## src/rtl/rggen_axi4lite_wishbone_bridge.sv

```systemverilog
// AXI4-Lite slave to pipelined Wishbone master bridge with a single outstanding
// access and round-robin arbitration between write pairs and reads.
module rggen_axi4lite_wishbone_bridge #(
  parameter int ADDRESS_WIDTH = 8,
  parameter int BUS_WIDTH     = 32
)(
  input  logic                     i_clk,
  input  logic                     i_rst_n,
  // AXI4-Lite host side
  input  logic                     awvalid,
  output logic                     awready,
  input  logic [ADDRESS_WIDTH-1:0] awaddr,
  input  logic [2:0]               awprot,
  input  logic                     wvalid,
  output logic                     wready,
  input  logic [BUS_WIDTH-1:0]     wdata,
  input  logic [BUS_WIDTH/8-1:0]   wstrb,
  output logic                     bvalid,
  input  logic                     bready,
  output logic [1:0]               bresp,
  input  logic                     arvalid,
  output logic                     arready,
  input  logic [ADDRESS_WIDTH-1:0] araddr,
  input  logic [2:0]               arprot,
  output logic                     rvalid,
  input  logic                     rready,
  output logic [1:0]               rresp,
  output logic [BUS_WIDTH-1:0]     rdata,
  // Wishbone side
  output logic                     cyc,
  output logic                     stb,
  input  logic                     stall,
  output logic [ADDRESS_WIDTH-1:0] adr,
  output logic                     we,
  output logic [BUS_WIDTH-1:0]     dat_w,
  output logic [BUS_WIDTH/8-1:0]   sel,
  input  logic                     ack,
  input  logic                     err,
  input  logic                     rty,
  input  logic [BUS_WIDTH-1:0]     dat_r
);

  localparam logic [1:0] IDLE    = 2'd0;
  localparam logic [1:0] WB_REQ  = 2'd1;
  localparam logic [1:0] WB_WAIT = 2'd2;
  localparam logic [1:0] RESP    = 2'd3;

  localparam logic [1:0] OKAY   = 2'b00;
  localparam logic [1:0] SLVERR = 2'b10;

  logic [1:0]               state_reg;
  logic [1:0]               state_next;
  logic                     write_prio_reg;
  logic [ADDRESS_WIDTH-1:0] adr_reg;
  logic                     we_reg;
  logic [BUS_WIDTH-1:0]     dat_w_reg;
  logic [BUS_WIDTH/8-1:0]   sel_reg;
  logic [1:0]               resp_reg;
  logic [BUS_WIDTH-1:0]     rdata_reg;

  logic write_req;
  logic read_req;
  logic grant_write;
  logic grant_read;
  logic term;
  logic wb_done;
  logic resp_done;
  logic unused_prot;

  assign unused_prot = ^{awprot, arprot};

  assign write_req = awvalid & wvalid;
  assign read_req  = arvalid;

  // Readies are qualified by reset so nothing is granted while held in reset.
  assign grant_write = (state_reg == IDLE) & i_rst_n & write_req
                     & (~read_req | write_prio_reg);
  assign grant_read  = (state_reg == IDLE) & i_rst_n & read_req
                     & (~write_req | ~write_prio_reg);

  assign term      = ack | err | rty;
  assign wb_done   = ((state_reg == WB_REQ) & ~stall & term)
                   | ((state_reg == WB_WAIT) & term);
  assign resp_done = (state_reg == RESP) & (we_reg ? bready : rready);

  always_comb begin
    state_next = state_reg;
    case (state_reg)
      IDLE:    if (grant_write | grant_read) state_next = WB_REQ;
      WB_REQ:  if (!stall) state_next = term ? RESP : WB_WAIT;
      WB_WAIT: if (term) state_next = RESP;
      RESP:    if (resp_done) state_next = IDLE;
      default: state_next = IDLE;
    endcase
  end

  always_ff @(posedge i_clk or negedge i_rst_n) begin
    if (!i_rst_n) begin
      state_reg      <= IDLE;
      write_prio_reg <= 1'b1;
      adr_reg        <= '0;
      we_reg         <= 1'b0;
      dat_w_reg      <= '0;
      sel_reg        <= '0;
      resp_reg       <= OKAY;
      rdata_reg      <= '0;
    end else begin
      state_reg <= state_next;
      // The pointer only moves on contention: the loser wins next time.
      if ((state_reg == IDLE) && write_req && read_req) begin
        write_prio_reg <= ~grant_write;
      end
      if (grant_write) begin
        adr_reg   <= awaddr;
        we_reg    <= 1'b1;
        dat_w_reg <= wdata;
        sel_reg   <= wstrb;
      end else if (grant_read) begin
        adr_reg   <= araddr;
        we_reg    <= 1'b0;
        dat_w_reg <= '0;
        sel_reg   <= '1;
      end
      if (wb_done) begin
        resp_reg <= (err | rty) ? SLVERR : OKAY;
        if (!we_reg) begin
          rdata_reg <= dat_r;
        end
      end
    end
  end

  assign awready = grant_write;
  assign wready  = grant_write;
  assign arready = grant_read;

  assign cyc   = (state_reg == WB_REQ) | (state_reg == WB_WAIT);
  assign stb   = (state_reg == WB_REQ);
  assign adr   = adr_reg;
  assign we    = we_reg;
  assign dat_w = dat_w_reg;
  assign sel   = sel_reg;

  assign bvalid = (state_reg == RESP) & we_reg;
  assign rvalid = (state_reg == RESP) & ~we_reg;
  assign bresp  = resp_reg;
  assign rresp  = resp_reg;
  assign rdata  = rdata_reg;

endmodule

```

## config.mk

```make
export PLATFORM = sky130hd
export DESIGN_NAME = rggen_axi4lite_wishbone_bridge
export DESIGN_NICKNAME = d
export VERILOG_FILES = /design/src/rtl/rggen_axi4lite_wishbone_bridge.sv
export SDC_FILE = /design/constraint.sdc
export NUM_CORES = 1
export LEC_CHECK = 0
export ABC_CLOCK_PERIOD_IN_PS = 1600
export BUFFER_PORTS_ARGS = -buffer_cell sky130_fd_sc_hd__buf_2
export CAP_MARGIN = 20
export CORE_MARGIN = 3
export CORE_UTILIZATION = 39
export DETAILED_ROUTE_END_ITERATION = 16
export PLACE_DENSITY_LB_ADDON = 0.2
export SYNTH_ARGS = -nofsm -noshare
export SYNTH_HDL_FRONTEND = slang
export SYNTH_SLANG_ARGS = --single-unit
```

## constraint.sdc

```tcl
create_clock -name i_clk -period 1.6 [get_ports i_clk]
set_input_delay 0.16 -clock i_clk [delete_from_list [all_inputs] [get_ports i_clk]]
set_output_delay 0.16 -clock i_clk [all_outputs]
set_load 0.05 [all_outputs]
```

==> reports/metrics.cfg <==
[run_status]
status = finished, violations left
violations = setup timing

[setup_path]
endpoint = awready
reg2regPathDepth = 8
r2r_slack_ns = -0.13
criticalPathCategory = register to primary output
crit_arrival_ns = 1.58
cp_cell_sequence = inv_2 -> ha_4 -> and4_4 -> o21ai_4 -> inv_2 -> buf_12 -> buf_12
required_ns = 1.44
critical_path.max_fanout = 4
slowest_stage = dfrtp_1
cp-end-kind = primary output
regToRegStartpoint = state_reg[1]
crit_path_max_incr_delay_ns = 0.41
critPathLaunch = state_reg[1]
crit_path_start_kind = register
timing.rr.end = rdata[15]

[timing]
slew_headroom_pct = 48.7
finalSetupViolations = 59
rsz0062_at_grt = yes
min_period_ns = 1.74
skew_ns = 0.00934
post-route-period-util_pct = 109
fmax_ghz = 0.575
setup-tns-final_ns = -4.66
fin_ws_ns = -0.140
worstMarginPinSlew_ns = 0.769
slew_violations = 0
final_hold_viol_count = 0

[routing]
ant_nets = 0
vias = 2649
wl_per_cell_um = 16.4
drt_iter0_drc = 116
routed_wl_um = 8860
drt-vias-per-instance = 4.91
post-route-drc-count = 0
first_pass_iters = 4

[clocking]
path_clk_slew_ns = 0.09
cts_tree = yes
htree_num_levels = 3
cts_sinks = 81
numCtsBuffers = 9
insertion_delay_ns = 0.34
root_buffer = clkbuf_8
clk_path_buf_depth = 2

[final_layout]
final_util_pct = 63.9
final_nets = 538
diodes = 0
final_common_cell = buf_2
final.fill_count = 632
drive_above_1_share_pct = 63.8
layout_common_cells = 173 x buf_2, 80 x dfrtp_1, 32 x mux2_4, 32 x a22o_1, 15 x buf_4
synthToLayoutAreaGrowth_pct = 55.7

[placement]
portBuffers = 180
place.gp.congestion = 0.787
place_hpwl_um = 6200
dpl_worst_slack_ns = -0.0743

[logic_synthesis]
synth_area_leaders = dfrtp_1 62%, mux2_2 11%, a22o_1 8.7%, a222oi_1 2.5%, ha_1 1.9%
postSynthCellCount = 225
ys_warn_count = 0
synthArstFlopShare_pct = 100
seq_area_frac_synth_pct = 62.7
synth_ff_type = dfrtp_1
synth_area_um2 = 3240
synth_top_area_share_pct = 61.8
yosys.area.top_type = dfrtp_1
synth.distinct_cells = 32
synth_seq_cells = 81
synth_area_per_cell_um2 = 14.4
synth-edff-count = 0

[pwr]
leakage_nw = 2.71
p_per_area_nw_per_um2 = 2450
irDropWorstVdd_v = 0.00124

[min_path]
min_from = wdata[4]
hold_path_class = input port to register

[global_route]
overflow = 0
antenna_found_initial = 0
first_global_vias = 2619
grt_pass1_wl_um = 13900
grt_max_degree = 64
grtUsageTotal_pct = 18.5

[run]
maxCapViolations = 0

[floorplanning]
die_y_um = 97.1
dieArea_um2 = 9430
die_w_um = 97.1
initial_core_util_pct = 41.0
core_um2 = 7890
rows = 32
io_pins = 189

## critical path: cells and delay by family (launching register included)
family                     cells  cell delay (ns)
DFF                            1             0.41
buffers and inverters          4             0.40
and+or+nand+nor                1             0.22
adders and majority gates      1             0.15
AOI/OAI and AO/OA              1             0.06
## cell families (layout without fill, tap and decap cells)
kind of cell | count (synthesis) | after routing | synth area share, %
other | 1 | 2 | 0.116
buffers and inverters | 32 | 243 | 5.45
DFF | 81 | 81 | 62.7
muxes | 35 | 35 | 12.1
and+or+nand+nor | 16 | 16 | 3.05
AOI/OAI and AO/OA | 55 | 55 | 14.7
adders and majority gates | 5 | 5 | 1.93
## through the flow
stage	hold WS [ns]	instance area [um^2]	power, W	instances
finish	0.0293	5040	0.0124	539
global placement	0.189	4500	0.0100	509
global route	0.0284	5040	0.0130	539
CTS	0.00971	4890	0.0121	533
floorplan	-0.136	3420	0.00870	226
detailed placement	0.194	4500	0.0101	509
## layout make-up
class / count / area (um^2) / share of cell area [%]
inverter: 16 / 60.1 / 1.19
tap: 102 / 128 / 2.53
clock buffer: 11 / 141 / 2.81
multi-input combinational: 113 / 1250 / 24.8
sequential: 81 / 2030 / 40.2
timing repair buffer: 211 / 1350 / 26.7
clock inverter: 5 / 86.3 / 1.71
## repair_timing
item / in CTS / in global routing
resized for setup: 26 / 13
hold endpoints to repair: 17 / 0
cloned: 1 / 4
pin swaps: 7 / 5
setup buffers: 7 / 2
hold buffers: 1 / 0
endpoints found under the setup margin: 65 / 65
## power by group
group | internal, W | leakage, nW | switching, W
logic | 0.00268 | 1.60 | 0.00468
clock network | 0.000934 | 0.114 | 0.000729
registers | 0.00290 | 0.998 | 0.000454
## how the worst min path moves through the flow
| stage | to | slack, ns | cells past startpoint |
|---|---|---|---|
| floorplan | adr[0] | -0.14 | 0 |
| global placement | dat_w[24] | 0.19 | 2 |
| detailed placement | dat_w[23] | 0.19 | 2 |
| CTS | dat_w[4] | 0.01 | 2 |
| global route | dat_w[8] | 0.03 | 2 |
| finish | dat_w[4] | 0.03 | 2 |
## cell usage after synthesis (5+ instances only)
library cell and instances:
nand2_1 5, a22o_1 32, mux2_2 32, ha_1 5, inv_1 14, buf_2 6
buf_4 5, a222oi_1 8, dfrtp_1 80
## per-layer routing
| layer | vias to the layer above | part of all wire (%) | wire, um | GRT usage [%] |
|---|---|---|---|---|
| li1 | 1234 | - | - | - |
| met1 | 1263 | 44 | 3860 | 25.4 |
| met2 | 137 | 47 | 4140 | 29.3 |
| met3 | 15 | 8.0 | 708 | 4.09 |
| met4 | 0 | 1.7 | 153 | 6.26 |
| met5 | - | 0 | 0 | 0 |
Power figures use the tool's default switching activity.
